$ cat src/rtl/serial_cmd_pkg.sv
// Shared types and constants for the serial command latch.
package serial_cmd_pkg;

  typedef enum logic [1:0] {
    IDLE,
    SETTLE,
    COMMIT
  } state_t;

  localparam int SETTLE_CYCLES = 2;
  localparam int ERR_CNT_W     = 8;

endpackage

$ cat src/rtl/serial_cmd_latch_rise_detect.sv
// Registers a level-sampled input and flags the cycle in which it goes high.
module rise_detect (
  input  logic clk,
  input  logic reset,
  input  logic x,
  output logic rise
);

  logic x_d;

  always_ff @(posedge clk or negedge reset) begin
    if (!reset) begin
      x_d <= 1'b0;
    end else begin
      x_d <= x;
    end
  end

  assign rise = x & ~x_d;

endmodule

$ cat src/rtl/serial_cmd_latch.sv
// Qualifies serially assembled command words on a load strobe and writes
// valid address/data frames into a small control register bank.
module serial_cmd_latch
  import serial_cmd_pkg::*;
#(
  parameter int width     = 32,
  parameter int addr_bits = 8,
  parameter int num_regs  = 16
) (
  input  logic                        clk,
  input  logic                        reset,
  input  logic                        sclk,
  input  logic                        load,
  input  logic [width-1:0]            shift_word,
  input  logic [$clog2(num_regs)-1:0] rd_addr,
  output logic [width-addr_bits-1:0]  rd_data,
  output logic                        wr_valid,
  output logic [addr_bits-1:0]        wr_addr,
  output logic [width-addr_bits-1:0]  wr_data,
  output logic                        frame_err,
  output logic                        addr_err,
  output logic [ERR_CNT_W-1:0]        err_count
);

  localparam int DW = width - addr_bits;
  localparam int CW = $clog2(width) + 2;
  localparam int RW = $clog2(num_regs);
  localparam int SW = $clog2(SETTLE_CYCLES + 1);
  localparam logic [31:0] NUM_REGS_U = num_regs;
  localparam logic [CW-1:0] FRAME_LEN = CW'(width);

  logic sclk_rise;
  logic load_rise;

  rise_detect u_sclk_rise (
    .clk   (clk),
    .reset (reset),
    .x     (sclk),
    .rise  (sclk_rise)
  );

  rise_detect u_load_rise (
    .clk   (clk),
    .reset (reset),
    .x     (load),
    .rise  (load_rise)
  );

  state_t        state_reg, state_next;
  logic [SW-1:0] settle_reg, settle_next;
  logic [CW-1:0] bit_cnt_reg;
  logic [CW-1:0] frame_bits_reg;
  logic          frame_start;
  logic          commit;

  logic [addr_bits-1:0] addr_field;
  logic [DW-1:0]        data_field;
  logic                 count_ok;
  logic                 addr_ok;
  logic                 do_write;
  logic                 do_frame_err;
  logic                 do_addr_err;

  logic [DW-1:0] bank [num_regs];

  always_comb begin
    state_next  = state_reg;
    settle_next = settle_reg;
    frame_start = 1'b0;
    commit      = 1'b0;
    case (state_reg)
      IDLE: begin
        if (load_rise) begin
          frame_start = 1'b1;
          settle_next = SW'(SETTLE_CYCLES);
          state_next  = SETTLE;
        end
      end
      SETTLE: begin
        settle_next = settle_reg - 1'b1;
        if (settle_reg == SW'(1)) begin
          state_next = COMMIT;
        end
      end
      COMMIT: begin
        commit     = 1'b1;
        state_next = IDLE;
      end
      default: state_next = IDLE;
    endcase
  end

  always_ff @(posedge clk or negedge reset) begin
    if (!reset) begin
      state_reg  <= IDLE;
      settle_reg <= '0;
    end else begin
      state_reg  <= state_next;
      settle_reg <= settle_next;
    end
  end

  assign addr_field   = shift_word[width-1 -: addr_bits];
  assign data_field   = shift_word[DW-1:0];
  assign count_ok     = (frame_bits_reg == FRAME_LEN);
  assign addr_ok      = (32'(addr_field) < NUM_REGS_U);
  assign do_write     = commit & count_ok & addr_ok;
  assign do_frame_err = commit & ~count_ok;
  assign do_addr_err  = commit & count_ok & ~addr_ok;

  // An sclk rise coinciding with the load rise is the first bit of the next frame.
  always_ff @(posedge clk or negedge reset) begin
    if (!reset) begin
      bit_cnt_reg    <= '0;
      frame_bits_reg <= '0;
    end else if (frame_start) begin
      frame_bits_reg <= bit_cnt_reg;
      bit_cnt_reg    <= sclk_rise ? CW'(1) : '0;
    end else if (sclk_rise && (bit_cnt_reg != '1)) begin
      bit_cnt_reg <= bit_cnt_reg + 1'b1;
    end
  end

  always_ff @(posedge clk or negedge reset) begin
    if (!reset) begin
      wr_valid  <= 1'b0;
      frame_err <= 1'b0;
      addr_err  <= 1'b0;
      wr_addr   <= '0;
      wr_data   <= '0;
      err_count <= '0;
    end else begin
      wr_valid  <= do_write;
      frame_err <= do_frame_err;
      addr_err  <= do_addr_err;
      if (do_write) begin
        wr_addr <= addr_field;
        wr_data <= data_field;
      end
      if ((do_frame_err || do_addr_err) && (err_count != '1)) begin
        err_count <= err_count + 1'b1;
      end
    end
  end

  // Read samples the pre-write contents, so a same-cycle write shows up one cycle later.
  always_ff @(posedge clk or negedge reset) begin
    if (!reset) begin
      for (int i = 0; i < num_regs; i++) begin
        bank[i] <= '0;
      end
      rd_data <= '0;
    end else begin
      if (do_write) begin
        bank[addr_field[RW-1:0]] <= data_field;
      end
      rd_data <= bank[rd_addr];
    end
  end

endmodule
$ cat config.mk
export PLATFORM = sky130hd
export DESIGN_NAME = serial_cmd_latch
export DESIGN_NICKNAME = d
export VERILOG_FILES = /design/src/rtl/serial_cmd_pkg.sv /design/src/rtl/serial_cmd_latch_rise_detect.sv /design/src/rtl/serial_cmd_latch.sv
export SDC_FILE = /design/constraint.sdc
export NUM_CORES = 1
export LEC_CHECK = 0
export CAP_MARGIN = 20
export CORE_MARGIN = 10
export CORE_UTILIZATION = 62
export CTS_BUF_LIST = sky130_fd_sc_hd__clkbuf_2
export CTS_CLUSTER_DIAMETER = 80
export DETAILED_ROUTE_END_ITERATION = 12
export GPL_TIMING_DRIVEN = 0
export HOLD_SLACK_MARGIN = 0.1
export PLACE_DENSITY_LB_ADDON = 0.2
export SKIP_LAST_GASP = 1
export SLEW_MARGIN = 20
export SYNTH_ARGS = -nofsm -noshare
export SYNTH_HDL_FRONTEND = slang
export SYNTH_SLANG_ARGS = --single-unit
$ cat constraint.sdc
create_clock -name clk -period 3.2 [get_ports clk]
set_clock_uncertainty 0.05 [all_clocks]
set_input_delay 0.8 -clock clk [delete_from_list [all_inputs] [get_ports clk]]
set_output_delay 0.8 -clock clk [all_outputs]
set_load 0.03 [all_outputs]
# Word-level counts from Yosys, hierarchy flattened
# Cells that the tools add are included.
dict set report op_classes {
  bitwise_logic 12
  n_addsub 3
  eq_ne 8
  magnitude_cmp 4
  n_reduce_logical 9
  n_mux 17
}
# op count
set ops {}
lappend ops {{384-bit bitwise mux} 1}
lappend ops {{24-bit binary-select mux with 4-bit select} 1}
lappend ops {{24-bit demux with 4-bit select} 1}
lappend ops {{24-bit 2-to-1 mux} 3}
lappend ops {{7-bit 2-to-1 mux} 2}
lappend ops {{5-bit >= comparator (second input constant)} 2}
lappend ops {{4-bit inverter with 5-bit output} 2}
lappend ops {{8-bit by 1-bit adder with 8-bit output (second input constant)} 1}
lappend ops {{8-bit by 5-bit less-than comparator with 1-bit output (second input constant)} 1}
lappend ops {{8-bit != test (second input constant)} 1}
lappend ops {{2-bit case mux with 2 select lines} 2}
lappend ops {{7-bit by 1-bit adder with 7-bit output (second input constant)} 1}
lappend ops {{7-bit by 6-bit == test with 1-bit output (second input constant)} 1}
lappend ops {{7-bit != test (second input constant)} 1}
lappend ops {{1-bit bitwise AND} 6}
lappend ops {{2-bit 2-to-1 mux} 3}
lappend ops {{5-bit by 1-bit less-than comparator with 1-bit output (second input constant)} 1}
lappend ops {{2-bit by 1-bit == test with 1-bit output (second input constant)} 2}
lappend ops {{1-bit 2-to-1 mux} 4}
lappend ops {{2-bit != test (second input constant)} 2}
lappend ops {{1-bit inverter} 4}
lappend ops {{2-bit AND reduction} 2}
lappend ops {{2-bit nonzero test} 2}
lappend ops {{1-bit logical AND} 3}
lappend ops {{4 further kinds} 4}
dict set report word_totals {
  input_bits 40
  register_bits 471
  out_inout_bits 67
}

# Logic depth before layout (Yosys ltp)
dict set report logic_depth {
  ltp_word 6
  depth_mapped 7
  mapped_depth_nobuf 5
}

# By module
# From an unflattened synthesis, not the netlist that was laid out.
dict set report unflattened {
  cells_unflattened 1277
  hier_area_um2 20504.7
}
# mod area_per_inst_um2 instances cells_per_inst
set modules_own_cells {}
lappend modules_own_cells {serial_cmd_latch 20427.1 1 1273}
lappend modules_own_cells {rise_detect 38.8 2 2}

# Worst setup path before layout
# Ideal clock, no wire load.
dict set report synth_path {
  path_kind {input to register}
  from {in shift_word[28]}
  to {reg bank[10] (netlist name)}
  required_time_ns 3.025
  setup_ns 0.125
  path_stages 6
  n_path_buf 2
  arrival_ns 2.599
  slack_ns 0.426
  cell_sequence {nor4_1 and3_1 and3_1 clkbuf_1 buf_2 mux2_2}
}
dict set report synth_via {
  elab_chain_cells 2
}
# item line
set synth_rtl {}
lappend synth_rtl {{start: declaration} serial_cmd_latch.sv:14} ;# input logic [width-1:0] shift_word,
lappend synth_rtl {{8-bit by 5-bit less-than comparator with 1-bit output} serial_cmd_latch.sv:106} ;# assign addr_ok = (32'(addr_field) < NUM_REGS_U);
lappend synth_rtl {{1-bit bitwise AND} serial_cmd_latch.sv:107} ;# assign do_write = commit & count_ok & addr_ok;
lappend synth_rtl {{end signal: indexed assignment} serial_cmd_latch.sv:155} ;# bank[addr_field[RW-1:0]] <= data_field;
lappend synth_rtl {{end: declaration} serial_cmd_latch.sv:64} ;# logic [DW-1:0] bank [num_regs];
# Every way passes these cells.
# A chain may end at the register's enable or synchronous reset.

# Worst setup path in the final report
dict set report layout_path {
  from {reg err_count[5]}
  to {out err_count[5]}
}
# item line
set layout_rtl {}
lappend layout_rtl {{start: declaration} serial_cmd_latch.sv:22} ;# output logic [ERR_CNT_W-1:0] err_count
lappend layout_rtl {{start signal: assignment} serial_cmd_latch.sv:141} ;# err_count <= err_count + 1'b1;
# No word-level cell between the ends.

==> metrics.md <==
| Metric | Value |
|---|---|
| Synth area leaders | dfrtp_1 (58%), mux2_2 (23%), mux4_2 (11%), a22oi_1 (1.8%), clkbuf_1 (1.4%) |
| H-tree level count | 3 |
| Area leader, netlist | dfrtp_1 |
| Post-synthesis cell type count | 45 |
| R2R cell count | 5 |
| Ratio of cells with drive above 1 in the final layout | 0.451 |
| Fin crit share | 0.956 |
| Clock root buffer master | clkbuf_2 |
| CTS clock-pin slew for the worst setup and hold paths | 90 ps |
| CP max FO | 6 |
| CTS tree | built |
| Placed insts | 1846 |
| Post-synthesis net count | 1339 |
| Slowest CP cell | clkdlybuf4s50_1 |
| Reg-to-Reg Start | frame_bits_reg[2] |
| I/O pin cnt | 107 |
| Die area | 40500 sq um |
| Worst Hold Class | in -> reg |
| Most common flop cell mapped by yosys | dfrtp_1 |
| Ys async rst share | 1.00 |
| Synth Area per Inst | 15.7 sq um |
| Crit path buffers/inverters | 1 |
| Max Cap Viol | 0 |
| Slew Limit Fails | 0 |
| Core Area | 32500 sq um |
| Hold endpoint | u_load_rise.x_d |
| Setup TNS | 0 ps |
| Critical Path RT | 2350 ps |
| Initial antenna violation count | 2 |
| First-pass GRT wire length | 74800 um |
| Share of the synthesized area in the top cell type | 0.578 |
| Bufs on Longest Clock Path | 3 |
| Slew headroom | 0.326 |
| Drt via density | 5.97 |
| Iteration-0 DRC Markers | 853 |
| Vias | 12200 |
| Post-CTS Setup Repair Bufs | 0 |
| Final Hold Vio Count | 0 |
| Area occupied by multi-input gates | 8150 sq um |
| Final nets | 1566 |
| Post-synth EDFFs | 0 |
| R2R Setup Slk | 210 ps |
| First-pass detailed-route iteration total | 7 |
| Number of flip-flops in the largest register | 384 |
| Worst skew pair latency | 1050 ps |
| Cell with the most instances after synthesis | dfrtp_1 |
| Fmax | 327 MHz |
| Number of global-route vias before repair | 13200 |
| Post-synthesis sequential area ratio | 0.578 |
| CP Capture Type | primary output |
| Measured slew at the worst slew-check pin | 1010 ps |
| FF+latch count, synth | 471 |
| Cts bufs inserted | 116 |
| GP Congestion | 0.827 |
| WL final | 46900 um |
| Pwr dens | 463 nW/um^2 |
| Fill cells | 2223 |
| Final Non-Filler Cells | 2041 |
| Total track usage | 0.236 |
| Hold_ws | 225 ps |
| Die width | 201 um |
| Routed Antenna Nets | 0 |
| GRT overflow | 0 |
| Status | finished clean |
| Site row count | 66 |
| Arrival time worst endpoint | 2210 ps |
| Initial Util | 0.628 |
| Post-route minimum period | 3060 ps |
| Critical path launch point type | register |
| Synthesis warning total | 0 |
| Top delay family on crit path | buffers and inverters |
| DP Wirelength | 31500 um |
| Critical-path cell list | clkdlybuf4s50_1 |
| Mapped cell area | 20400 sq um |
| Largest Register | bank |
| Post-Syn Instances | 1296 |
| Lkg Pwr | 11.5 nW |
| WHS Path Cells | 1 |
| Largest net degree at the start of global routing | 102 |
| Height of the chip | 201 um |
| Clock sinks | 471 |
| Top Registers | bank (384), rd_data (24), wr_data (24) |
| Worst IR drop on VDD | 0.000451 V |
| RSZ-0062 raised after global routing | no |
| Setup violators final | 0 |
| Min-delay src | load |
| Layout area overhead | 13.2% |
| Port-buffer cells | 103 |
| Sequential Area | 11800 sq um |
| Worst path max stage delay | 730 ps |
| RR Endpoint | bank[51] |
| Commonest cells in the netlist | dfrtp_1 (471), mux2_2 (410), mux4_2 (96), clkbuf_1 (76), nand2_1 (57) |
| Wire per inst | 23.0 um |
| DRC Markers | 0 |
| CP Class | reg -> out |
## how the worst max path moves through the flow
stage	slack (ps)	startpoint	endpoint	depth (start not counted)
6_report	140	err_count[5]	err_count[5]	1
5_1_grt	30	err_count[5]	err_count[5]	1
4_1_cts	40	err_count[5]	err_count[5]	1
3_5_place_dp	-930	shift_word[28]	bank[131]	6
3_3_place_gp	-19050	reset	err_count[7]	1
2_1_floorplan	430	shift_word[28]	bank[10]	6
## repair_timing
item,in CTS,in global routing
endpoints found under the setup margin,0,0
endpoints found under the hold margin,96,0
hold buffers,1,0
resized for setup,0,0
## final cells by class
cell class,instances,share of cell area
multi-input cells,721,0.353
clock buffers,176,0.0382
inverters,3,0.000488
repair buffers,109,0.0513
clock inverters,17,0.00287
flip-flops and latches,471,0.511
plain buffers,101,0.0197
diodes,1,0.000108
well taps,442,0.0240
## cells by family (layout without fill, tap and decap cells)
| group | Yosys count | in the layout | synth area share |
|---|---|---|---|
| multiplexers | 512 | 512 | 0.336 |
| flip-flops | 471 | 471 | 0.578 |
| AND/OR/NAND/NOR | 138 | 138 | 0.0369 |
| buffers and inverters | 104 | 406 | 0.0228 |
| AO/OA/AOI/OAI | 63 | 63 | 0.0226 |
| XOR/XNOR | 5 | 5 | 0.00215 |
| adder cells (fa/ha/maj) | 3 | 3 | 0.00184 |
| other | 0 | 1 | 0 |
## placed cells by master (no fill, tap or decap), types with 2 or more instances in the layout
cell             instances
and4_1                   4
o211ai_1                 2
and2_1                   5
nand4_1                  6
mux2_2                 410
ha_1                     3
nor2b_1                  5
nand3_1                 16
nor3b_1                  3
nor3_4                   3
nand2_1                 57
inv_2                    2
nand3b_1                 3
a31oi_1                  3
mux2_1                   5
a22oi_1                 48
buf_2                    9
mux4_2                  96
clkinv_2                 2
and3_1                   4
o21ai_0                  4
buf_1                    6
buf_16                   5
nor4_1                   2
nor2_1                  13
nand2b_1                 3
dfrtp_1                471
clkdlybuf4s50_1        102
xnor2_1                  5
o21a_1                   2
nor3_1                   3
buf_6                    8
nor4_2                   2
clkbuf_2               177
clkbuf_1                76
or4_1                    2
inv_1                    3
clkinv_1                13
## through the flow
step	instance area [sq um]	worst slack [ps]	util	power, mW
floorplan	20400	426	-	6.65
global placement	22000	-19050	0.677	7.05
detailed placement	22100	-926	0.682	7.08
CTS	23100	41.9	0.711	10.8
global route	23100	29.3	0.711	11.2
finish	23100	142	0.711	10.7
## routing by layer
metal	share of wire	track usage	vias up
li1	-	-	5317
met1	0.45	0.331	6426
met2	0.47	0.355	378
met3	0.071	0.0622	63
met4	0.016	0.0752	0
met5	0	0	-
## where the power goes
group | internal, mW | switching, mW
combinational | 0.287 | 0.543
sequential | 6.04 | 0.0980
clock | 1.43 | 2.29
total | 7.76 | 2.93
Power figures use the tool's default switching activity.
